<file path="config.mk">
export PLATFORM = sky130hd
export DESIGN_NAME = ps2_key_decoder
export DESIGN_NICKNAME = d
export VERILOG_FILES = /design/src/rtl/ps2_key_pkg.sv /design/src/rtl/ps2_key_repeat.sv /design/src/rtl/ps2_key_decoder.sv
export SDC_FILE = /design/constraint.sdc
export NUM_CORES = 1
export LEC_CHECK = 0
export CAP_MARGIN = 20
export CORE_AREA = 8 8 111 83
export DETAILED_ROUTE_END_ITERATION = 10
export DIE_AREA = 0 0 119 91
export GPL_TIMING_DRIVEN = 0
export PLACE_DENSITY = 0.74
export SYNTH_ARGS = -nofsm -noshare
export SYNTH_HDL_FRONTEND = slang
export SYNTH_SLANG_ARGS = --single-unit
</file>
<file path="constraint.sdc">
create_clock -name clk_i -period 5.2 [get_ports clk_i]
set_input_delay 0.78 -clock clk_i [delete_from_list [all_inputs] [get_ports clk_i]]
set_output_delay 0.78 -clock clk_i [all_outputs]
set_load 0.02 [all_outputs]
</file>
<file path="src/rtl/ps2_key_pkg.sv">
// ps2_key_pkg: key event codes, scancodes and prefix FSM states shared by the PS/2 key decoder
package ps2_key_pkg;
  typedef enum logic [2:0] {
    KEY_LEFT     = 3'd0,
    KEY_RIGHT    = 3'd1,
    KEY_DOWN     = 3'd2,
    KEY_ROTATE   = 3'd3,
    KEY_DROP     = 3'd4,
    KEY_NEW_GAME = 3'd5
  } key_t;
  typedef enum logic [1:0] {ST_IDLE, ST_EXT, ST_BRK, ST_EXT_BRK} state_t;
  typedef struct packed {
    logic hit;
    key_t key;
  } key_hit_t;
  localparam logic [7:0] SC_EXT      = 8'hE0;
  localparam logic [7:0] SC_BRK      = 8'hF0;
  localparam logic [7:0] SC_LEFT     = 8'h6B;
  localparam logic [7:0] SC_RIGHT    = 8'h74;
  localparam logic [7:0] SC_DOWN     = 8'h72;
  localparam logic [7:0] SC_ROTATE   = 8'h75;
  localparam logic [7:0] SC_DROP     = 8'h29;
  localparam logic [7:0] SC_NEW_GAME = 8'h76;
  // The same byte means different keys with and without the E0 prefix
  function automatic key_hit_t key_map(input logic ext, input logic [7:0] sc);
    key_hit_t r;
    r.hit = 1'b1;
    r.key = KEY_LEFT;
    if (ext)
      case (sc)
        SC_LEFT:   r.key = KEY_LEFT;
        SC_RIGHT:  r.key = KEY_RIGHT;
        SC_DOWN:   r.key = KEY_DOWN;
        SC_ROTATE: r.key = KEY_ROTATE;
        default:   r.hit = 1'b0;
      endcase
    else
      case (sc)
        SC_DROP:     r.key = KEY_DROP;
        SC_NEW_GAME: r.key = KEY_NEW_GAME;
        default:     r.hit = 1'b0;
      endcase
    return r;
  endfunction
endpackage

</file>
<file path="src/rtl/ps2_key_repeat.sv">
// ps2_key_repeat: single auto-repeat slot; fire holds at the terminal count until the event is accepted
module ps2_key_repeat
  import ps2_key_pkg::*;
#(
  parameter int DELAY  = 8_000_000,
  parameter int PERIOD = 2_500_000
) (
  input  logic clk,
  input  logic rst_n,
  input  logic arm,
  input  key_t key,
  input  logic disarm,
  input  logic stall,
  output logic fire,
  output key_t fire_key
);
  localparam int CW = $clog2(DELAY > PERIOD ? DELAY : PERIOD) + 1;
  logic armed, first;
  logic [CW-1:0] cnt;
  assign fire = armed && cnt == (first ? CW'(DELAY - 1) : CW'(PERIOD - 1));
  always_ff @(posedge clk or negedge rst_n)
    if (!rst_n) begin
      armed    <= 1'b0;
      first    <= 1'b0;
      cnt      <= '0;
      fire_key <= KEY_LEFT;
    end else if (arm) begin
      armed    <= 1'b1;
      first    <= 1'b1;
      cnt      <= '0;
      fire_key <= key;
    end else if (disarm) begin
      armed <= 1'b0;
      cnt   <= '0;
    end else if (fire) begin
      if (!stall) begin
        first <= 1'b0;
        cnt   <= '0;
      end
    end else if (armed)
      cnt <= cnt + 1'b1;
endmodule

</file>
<file path="src/rtl/ps2_key_decoder.sv">
// ps2_key_decoder: turns PS/2 scancode bytes into Tetris key events with movement-key auto-repeat
module ps2_key_decoder
  import ps2_key_pkg::*;
#(
  parameter int REPEAT_DELAY_TICKS   = 8_000_000,
  parameter int REPEAT_PERIOD_TICKS  = 2_500_000,
  parameter int PREFIX_TIMEOUT_TICKS = 1_000_000
) (
  input  logic       clk_i,
  input  logic       rst_n_i,
  input  logic [7:0] ps2_data_i,
  input  logic       ps2_data_en_i,
  output logic [2:0] key_o,
  output logic       key_valid_o,
  input  logic       key_ready_i,
  output logic [5:0] held_o,
  output logic [7:0] drop_cnt_o
);
  localparam int TW = $clog2(PREFIX_TIMEOUT_TICKS) + 1;
  state_t state, state_nxt;
  logic [TW-1:0] tcnt;
  logic is_make, is_brk, is_ext;
  logic make_hit, brk_hit, new_make, can_load, load_make, load_rep, rep_fire;
  key_hit_t hit;
  key_t rep_key;
  always_comb begin
    state_nxt = state;
    is_make   = 1'b0;
    is_brk    = 1'b0;
    is_ext    = 1'b0;
    if (ps2_data_en_i)
      case (state)
        ST_IDLE: begin
          state_nxt = ps2_data_i == SC_EXT ? ST_EXT : ps2_data_i == SC_BRK ? ST_BRK : ST_IDLE;
          is_make   = ps2_data_i != SC_EXT && ps2_data_i != SC_BRK;
        end
        ST_EXT: begin
          state_nxt = ps2_data_i == SC_BRK ? ST_EXT_BRK : ps2_data_i == SC_EXT ? ST_EXT : ST_IDLE;
          is_make   = ps2_data_i != SC_EXT && ps2_data_i != SC_BRK;
          is_ext    = 1'b1;
        end
        ST_BRK: begin
          state_nxt = ST_IDLE;
          is_brk    = 1'b1;
        end
        default: begin
          state_nxt = ST_IDLE;
          is_brk    = 1'b1;
          is_ext    = 1'b1;
        end
      endcase
    else if (state != ST_IDLE && tcnt == TW'(PREFIX_TIMEOUT_TICKS - 1))
      state_nxt = ST_IDLE;
  end
  assign hit       = key_map(is_ext, ps2_data_i);
  assign make_hit  = is_make && hit.hit;
  assign brk_hit   = is_brk && hit.hit;
  assign new_make  = make_hit && !held_o[hit.key];
  assign can_load  = !key_valid_o || key_ready_i;
  assign load_make = new_make && can_load;
  // A fresh make always wins the output register over a pending repeat
  assign load_rep  = rep_fire && can_load && !new_make;
  ps2_key_repeat #(
    .DELAY (REPEAT_DELAY_TICKS),
    .PERIOD(REPEAT_PERIOD_TICKS)
  ) u_repeat (
    .clk     (clk_i),
    .rst_n   (rst_n_i),
    .arm     (new_make && hit.key inside {KEY_LEFT, KEY_RIGHT, KEY_DOWN}),
    .key     (hit.key),
    .disarm  (brk_hit && hit.key == rep_key),
    .stall   (!load_rep),
    .fire    (rep_fire),
    .fire_key(rep_key)
  );
  always_ff @(posedge clk_i or negedge rst_n_i)
    if (!rst_n_i) begin
      state <= ST_IDLE;
      tcnt  <= '0;
    end else begin
      state <= state_nxt;
      tcnt  <= ps2_data_en_i || state == ST_IDLE ? '0 : tcnt + 1'b1;
    end
  always_ff @(posedge clk_i or negedge rst_n_i)
    if (!rst_n_i) begin
      key_o       <= '0;
      key_valid_o <= 1'b0;
      held_o      <= '0;
      drop_cnt_o  <= '0;
    end else begin
      if (load_make || load_rep) begin
        key_o       <= load_make ? hit.key : rep_key;
        key_valid_o <= 1'b1;
      end else if (key_ready_i)
        key_valid_o <= 1'b0;
      if (make_hit)
        held_o[hit.key] <= 1'b1;
      else if (brk_hit)
        held_o[hit.key] <= 1'b0;
      if (new_make && !can_load && drop_cnt_o != 8'hFF)
        drop_cnt_o <= drop_cnt_o + 8'd1;
    end
endmodule

</file>
==> Word-level counts from Yosys, hierarchy flattened <==
Index checks and enable logic that the tools add are counted.
{ "classes": {"n_addsub": 3, "order_cmp": 2, "eq_ne": 20, "mux": 40, "bitwise": 3, "reduce_logical": 38} }
{ "ops": {"columns": ["operator", "n"], "rows": [
  ["two-way mux 24 bit", 5],
  ["== test 8 x 7 -> 1 bit, second input constant", 5],
  ["adder 24 x 1 -> 24 bit, second input constant", 1],
  ["== test 24 bit", 1],
  ["inequality test 8 bit, second input constant", 3],
  ["two-way mux 23 bit", 1],
  ["adder 21 x 1 -> 21 bit, second input constant", 1],
  ["== test 21 x 20 -> 1 bit, second input constant", 1],
  ["two-way mux 21 bit", 1],
  ["two-way mux 1 bit", 19],
  ["== test 8 bit, second input constant", 2],
  ["logical AND 1 bit", 14],
  ["nonzero test 2 bit", 7],
  ["two-way mux 6 bit", 2],
  ["two-way mux 2 bit", 5],
  ["adder 8 x 1 -> 8 bit, second input constant", 1],
  ["== test 8 x 6 -> 1 bit, second input constant", 1],
  ["bitwise AND 6 bit", 1],
  ["NOT 6 bit", 1],
  ["bitwise OR 6 bit", 1],
  ["case mux 2 bit (3 select lines)", 1],
  ["case mux 3 bit (2 select lines)", 1],
  ["OR reduction 2 bit", 3],
  ["zero test 1 bit", 4],
  ["other kinds (22)", 24]
]} }
{ "totals": {"register_bits": 70, "input_bits": 12, "out_inout_bits": 18, "elab_cells": 116} }

==> Depth between registers and ports, before layout <==
Gate-level depths: netlist of run 1.
{ "depth": {"word_depth": 15, "mapped_depth": 11, "depth_no_buf": 8} }

==> Hierarchy <==
From an unflattened synthesis of run 1, not the netlist that was laid out.
{ "unflattened": {"cells_unflattened": 443, "area_unflattened_um2": 4165.2} }
{ "by_module_without_submodules": {"columns": ["mod", "instances", "cells_each", "area_per_inst_um2", "seq_area_each_um2"], "rows": [
  ["ps2_key_decoder", 1, 245, 2289.7, 1026.0],
  ["ps2_key_repeat", 1, 198, 1875.5, 725.7]
]} }

==> Worst setup path before layout of run 1 <==
Ideal clock, no wire load.
{ "synth_timing": {"path_type": "input port to flip-flop", "from": "in ps2_data_i[7]", "to": "reg u_repeat.cnt[10]", "setup_time_ns": 0.087, "t_arrival_ns": 2.954, "required_ns": 5.113, "path_slack_ns": 2.159, "cell_stages": 9, "path_buffers": 2, "path_cell_list": "nand4b_2 or4_1 a21oi_1 o31a_1 buf_2 a311oi_2 or3b_1 buf_6 o221ai_2"} }
{ "synth_via": {"elab_chain_len": 11, "word_cells_on_any_way": 38, "cone_classes": "12 x eq/ne; 11 x mux; 15 x reduce/logical"} }
{ "synth_rtl": {"columns": ["item", "line_no", "text"], "rows": [
  ["from (decl)", "ps2_key_decoder.sv:11", "input logic [7:0] ps2_data_i,"],
  ["== test 8 x 7 -> 1 bit (tied with other cells)", "ps2_key_pkg.sv:30", "case (sc)"],
  ["case mux 2 bit (3 select lines) or case mux 3 bit (2 select lines) (tied branches)", "ps2_key_pkg.sv:30, ps2_key_pkg.sv:38", null],
  ["two-way mux 4 bit", "ps2_key_pkg.sv:29", "if (ext)"],
  ["binary-select mux 1 bit (select 3 bit)", "ps2_key_decoder.sv:58", "assign new_make = make_hit && !held_o[hit.key];"],
  ["two-way mux 1 bit (implied by the code)", "ps2_key_decoder.sv:58", null],
  ["zero test 1 bit", "ps2_key_decoder.sv:58", null],
  ["logical AND 1 bit", "ps2_key_decoder.sv:58", null],
  ["zero test 1 bit", "ps2_key_decoder.sv:62", "assign load_rep = rep_fire && can_load && !new_make;"],
  ["logical AND 1 bit", "ps2_key_decoder.sv:62", null],
  ["inequality test 4 x 2 -> 1 bit (no source line)", null, null],
  ["AND reduction 2 bit (no source line)", null, null],
  ["to (signal assigned)", "ps2_key_repeat.sv:41", "cnt <= cnt + 1'b1;"],
  ["to (decl)", "ps2_key_repeat.sv:19", "logic [CW-1:0] cnt;"]
]} }
Several ways; a longest one is shown, not always the timed one. The select of a mux whose other input is x is not followed.
A chain may end at the register's enable or synchronous reset.

==> Worst setup path in the final report of run 1 <==
{ "layout_timing": {"from": "in ps2_data_i[1]", "to": "reg u_repeat.cnt[21]"} }
Same word-level chain as after synthesis.

==> results of run 1 <==
-- per-stage QoR --
stage               total power [mW]  setup WS [ps]  cells  area (um2)
floorplan                      0.680           2160    429        3980
global placement               0.734            987    559        4400
detailed placement             0.739           1190    559        4400
CTS                             1.15           1560    575        4580
global route                    1.19           1320    575        4580
finish                          1.14           1490    575        4580
-- registers in the layout, indices dropped and copies added, names as in the netlist, 2 cells and up, named ones only --
| name | flops |
|---|---|
| state | 2 |
| tcnt | 21 |
| u_repeat.cnt | 24 |
| u_repeat.fire_key | 3 |
| drop_cnt_o | 8 |
| key_o | 3 |
-- critical path, stage by stage --
cell	delay, ps
clkdlybuf4s50_1	470
clkbuf_1	370
nand4b_1	170
a21oi_1	650
a32oi_1	360
a311oi_2	530
nor3b_2	210
a221o_1	390
-- path summary, 6_finish.rpt --
check | startpoint | to | slack (ps)
worst max-delay path | ps2_data_i[1] | u_repeat.cnt[21] | 1490
worst min-delay path | drop_cnt_o[4] | drop_cnt_o[4] | 500
worst max register to register | state[0] | u_repeat.cnt[3] | 2300
worst min register to register | drop_cnt_o[4] | drop_cnt_o[4] | 500
max in group asynchronous | rst_n_i | u_repeat.cnt[17] | 4120
min in group asynchronous | rst_n_i | tcnt[20] | 530
-- routing by layer --
metal / share of wire [%] / global-route usage (%) / vias up
met5: 0 / 0 / -
met4: 1.3 / 5.77 / 0
met3: 6.5 / 5.69 / 12
met2: 44 / 26.7 / 86
met1: 48 / 24.5 / 1694
li1: - / - / 1648
-- layout make-up --
type / count / area share [%]
plain buffers: 12 / 1.23
flip-flops and latches: 70 / 38.2
clock buffers: 10 / 3.00
well taps: 101 / 2.76
multi-input cells: 325 / 45.7
repair buffers: 29 / 6.28
clock inverters: 6 / 1.01
inverters: 22 / 1.80
-- cells by family after synthesis --
family	Yosys count	synth area share [%]
compound gates	74	14.8
xor+xnor	31	6.82
fa+ha+maj	3	0.942
buf+inv	34	3.49
flops	70	44.0
mux	9	2.42
simple gates	208	27.6
-- placed cells by master, fill, tap and decap left out, types with 5 or more instances in the layout --
cell type and instances:
dfrtp_1 70, xnor2_1 13, nand3_1 32, mux2_2 5, clkbuf_1 8, clkdlybuf4s50_1 28
nand2_1 41, nor4_1 8, nor2b_1 5, and4_1 5, and3_1 8, o21ai_0 10
xor2_1 18, clkbuf_8 10, and2_1 5, nor3_1 12, inv_1 22, a21oi_1 10
nand4_1 10, o21ai_1 5, nand2b_1 5, o211ai_1 5, nor2_1 52
-- report_power, final --
part	leakage [nW]	total, mW	switching (mW)	internal [mW]
logic	0.843	0.133	0.0803	0.0523
clock network	0.0889	0.408	0.220	0.188
registers	0.937	0.597	0.0278	0.569
total	1.87	1.14	0.328	0.809
==> results.json, run 1 <==
{
  "p_leak_nw": 1.87,
  "r2r_cells": 8,
  "worstMarginPinSlew_ps": 845,
  "wire_per_inst_um": 16.7,
  "cts_buffer_depth": 2,
  "synth_top_cell_area_share_pct": 44.0,
  "avgViaCountPerCell": 5.98,
  "synth_enable_flop_cells": 0,
  "worstPathMaxFanout": 10,
  "utilization_pct": 60.8,
  "cap_violations": 0,
  "fill_cells": 644,
  "area_delta_synth_final_pct": 15.0,
  "route.detailed.drc": 0,
  "finalClockSkew_ps": 6.90,
  "finalSetupTns_ps": 0,
  "max_freq_mhz": 270,
  "holdCritPathClass": "flop to flop",
  "vias": 3440,
  "antenna_found_initial": 0,
  "ys_types": 65,
  "grt_usage_pct": 18.0,
  "power_density_nw_per_um2": 248,
  "rsz0062_at_grt": "false",
  "grt_pass1_wl_um": 16200,
  "whs_ps": 498,
  "ant_nets": 0,
  "grt_max_degree": 71,
  "initial_core_util_pct": 52.9,
  "seqCellArea_um2": 1750,
  "die_y_um": 91,
  "clockRootBuffer": "clkbuf_8",
  "ir_drop_v": 0.000175,
  "cp-start-kind": "input port",
  "setup_violations": 0,
  "status": "complete, no violations",
  "max_slew_margin_pct": 43.7,
  "finalCriticalPeriod_ps": 3710,
  "cp.required_ps": 5440,
  "synth-seq-cells": 70,
  "slew_violations": 0,
  "io_buffers": 29,
  "min_path_cells": 1,
  "grt.overflow.total": 0,
  "firstDrtPassIters": 5,
  "ioPinCount": 30,
  "gp_congestion": 0.874,
  "hpwl_um": 7030,
  "critPathArrivalTime_ps": 3950,
  "clock-sinks": 70,
  "dieArea_um2": 10800,
  "postCtsSetupRepairBufs": 0,
  "cts_buffers": 9,
  "ys_top_cells_by_area": "dfrtp_1 44%, nor2_1 4.9%, nand3_1 4.0%",
  "synth_most_common_cell": "dfrtp_1",
  "clkLatencyLatePin_ps": 360,
  "cts-htree-levels": 3,
  "fp-row-count": 27,
  "netlist_area_um2": 3980,
  "synth_ff_type": "dfrtp_1",
  "clkTransAtPathRegs_ps": 70,
  "crit_type": "input port to flop",
  "die_w_um": 119,
  "ctsHoldBuffers": 0,
  "antenna_cells": 0,
  "multiInputGateArea_um2": 2090,
  "hold_violations": 0,
  "cts_tree": "yes",
  "cts-resized-gates": 0,
  "yosys_warnings": 0,
  "drive_gt1_share_pct": 8.02,
  "first_global_vias": 3259,
  "core-area_um2": 7530,
  "syn_inst": 429,
  "fin_crit_sh_pct": 71.3,
  "ys_seq_area_share_pct": 44.0,
  "synthesis.nets": 444,
  "yosysTopAreaCell": "dfrtp_1",
  "syn_area_per_cell_um2": 9.29,
  "wl_um": 9590,
  "first_iter_violations": 285,
  "endpoint_kind": "flop",
  "fin_nets": 484,
  "synth_common_cells": "70 x dfrtp_1, 52 x nor2_1, 41 x nand2_1, 32 x nand3_1, 22 x inv_1",
  "async_flop_share_pct": 100
}
Note: power is estimated with default switching activity, not from simulation.
==> run 2, diff against run 1 <==
--- a/config.mk
+++ b/config.mk
@@ -6,11 +6,11 @@
 export NUM_CORES = 1
 export LEC_CHECK = 0
 export CAP_MARGIN = 20
-export CORE_AREA = 8 8 111 83
+export CORE_AREA = 8 8 113 84
 export DETAILED_ROUTE_END_ITERATION = 10
-export DIE_AREA = 0 0 119 91
+export DIE_AREA = 0 0 121 92
 export GPL_TIMING_DRIVEN = 0
-export PLACE_DENSITY = 0.74
+export PLACE_DENSITY = 0.75
 export SYNTH_ARGS = -nofsm -noshare
 export SYNTH_HDL_FRONTEND = slang
 export SYNTH_SLANG_ARGS = --single-unit
==> constraint.sdc (replaced) <==
create_clock -name clk_i -period 3.1 [get_ports clk_i]
set_input_delay 0.465 -clock clk_i [delete_from_list [all_inputs] [get_ports clk_i]]
set_output_delay 0.465 -clock clk_i [all_outputs]
set_load 0.02 [all_outputs]
==> results.json, run 2 (synthesis results as in run 1) <==
{
  "status": "complete, no violations",
  "largest_reg_flops": 24,
  "avgViaCountPerCell": 6.00,
  "cp.required_ps": 3370,
  "path_buf_inv": 3,
  "cp-startpoint": "ps2_data_i[3]",
  "cts_tree": "yes",
  "p_leak_nw": 1.91,
  "wl_um": 9680,
  "hold_violations": 0,
  "io_buffers": 29,
  "clkLatencyLatePin_ps": 360,
  "core-area_um2": 7670,
  "firstDrtPassIters": 5,
  "setup_violations": 0,
  "fp-row-count": 27,
  "crit_type": "input port to flop",
  "finalClockSkew_ps": 9.65,
  "vias": 3469,
  "cp_cell_sequence": "clkdlybuf4s50_1 -> nand2b_2 -> or4_1 -> a21oi_2 -> o31a_1 -> clkbuf_4 -> a311oi_4 -> or3b_4 -> buf_6 -> o221ai_2",
  "crit_family": "simple AND/OR/NAND/NOR gates",
  "cap_violations": 0,
  "fin_nets": 487,
  "first_global_vias": 3267,
  "dieArea_um2": 11100,
  "holdCritPathClass": "input port to async pin",
  "most-common-layout-cells": "70 x dfrtp_1, 52 x nor2_1, 40 x nand2_1",
  "wire_per_inst_um": 16.7,
  "route.detailed.drc": 0,
  "finalWorstSetupSlack_ps": 70.6,
  "gp_congestion": 0.886,
  "clkTransAtPathRegs_ps": 80,
  "cp-start-kind": "input port",
  "top_register": "u_repeat.cnt",
  "ant_nets": 0,
  "slowest_stage": "clkdlybuf4s50_1",
  "clockRootBuffer": "clkbuf_8",
  "grt_usage_pct": 18.1,
  "cts_buffer_depth": 2,
  "drive_gt1_share_pct": 10.5,
  "antenna_cells": 0,
  "ir_drop_v": 0.000262,
  "ctsHoldBuffers": 0,
  "layout_commonest_cell": "dfrtp_1",
  "r2r-start": "u_repeat.cnt[0]",
  "ioPinCount": 30,
  "place_ws_ps": -599,
  "grt_pass1_wl_um": 16200,
  "clock-sinks": 70,
  "whs_ps": 221,
  "worstPathMaxFanout": 10,
  "cts_buffers": 9,
  "slew_violations": 0,
  "grt_max_degree": 71,
  "antenna_found_initial": 0,
  "max_stage_delay_ps": 530,
  "endpoint_kind": "flop",
  "top_regs": "u_repeat.cnt x24, tcnt x21, drop_cnt_o x8",
  "power_density_nw_per_um2": 406,
  "fin_crit_sh_pct": 97.7,
  "max_freq_mhz": 330,
  "fill_cells": 652,
  "max_slew_margin_pct": 41.6,
  "die_y_um": 92,
  "grt.overflow.total": 0,
  "cts-htree-levels": 3,
  "hpwl_um": 6870,
  "die_w_um": 121,
  "finalCriticalPeriod_ps": 3030,
  "worstMarginPinSlew_ps": 876,
  "critPathArrivalTime_ps": 3300,
  "area_delta_synth_final_pct": 17.3,
  "first_iter_violations": 331,
  "initial_core_util_pct": 51.9
}
==> run 2: changes by cell type in the layout (fill, tap and decap cells not counted), sizes merged <==
cell	before	now
dlymetal6s2s	0	1
clkdlybuf4s50	28	25
dlygate4sd2	0	2
clkinv	3	2
buf	5	7
clkbuf	18	20
==> run 2: path summary, 6_finish.rpt <==
kind / end / slack (ps) / cells after the start
hold reg to reg: tcnt[0] / 490 / 1
min in group clk_i: tcnt[0] / 490 / 1
max in group asynchronous: u_repeat.cnt[20] / 2310 / 1
hold / removal: tcnt[13] / 220 / 1
setup reg to reg: u_repeat.cnt[2] / 320 / 9
setup / recovery: u_repeat.cnt[20] / 70 / 10
==> run 2: where the power goes <==
part           leakage, nW  internal [mW]  switching [mW]  total (mW)
clock network       0.0857          0.312           0.355       0.667
logic                0.884         0.0917           0.136       0.228
registers            0.937          0.954          0.0459        1.00
total                 1.91           1.36           0.538        1.90
==> run 2: per-layer routing <==
layer | part of all wire, % | track usage [%] | wire [um]
met4 | 1.6 | 7.05 | 155
met3 | 7.8 | 6.31 | 754
met5 | 0 | 0 | 0
met2 | 43 | 24.8 | 4150
met1 | 48 | 25.4 | 4620
==> run 2: timing repair <==
| action | 4_1_cts | 5_1_grt |
|---|---|---|
| gates resized for setup | 7 | 12 |
| cloned | 0 | 0 |
| setup buffers | 3 | 0 |
| endpoints found under the setup margin | 21 | 27 |
| pin swaps | 1 | 0 |
==> run 2: worst reg2reg max path, delay by kind of cell, from the launching register on <==
kind	cells	cell delay, ps
adders and majority gates	1	260
AOI/OAI and AO/OA	3	510
buffers and inverters	2	860
and+or+nand+nor	3	660
DFF	1	410
==> run 2: final cells by class <==
cell class | count | area (um2) | share of cell area, %
multi-input cells | 325 | 2170 | 46.4
inverters | 22 | 82.6 | 1.77
plain buffers | 12 | 60.1 | 1.29
repair buffers | 32 | 310 | 6.64
flip-flops and latches | 70 | 1750 | 37.5
clock inverters | 5 | 33.8 | 0.723
clock buffers | 11 | 141 | 3.03
well taps | 101 | 126 | 2.70
==> run 2: metrics by stage <==
stage          instance area, um2  utilization, %  setup TNS [ps]  instances  power (mW)
4_1_cts                      4620            60.2               0        578        1.91
3_3_place_gp                 4400            57.4          -70330        559        1.23
5_1_grt                      4670            60.9           -49.8        578        1.98
6_report                     4670            60.9               0        578        1.90
3_5_place_dp                 4400            57.4          -14110        559        1.24
2_1_floorplan                3980               -               0        429        1.14
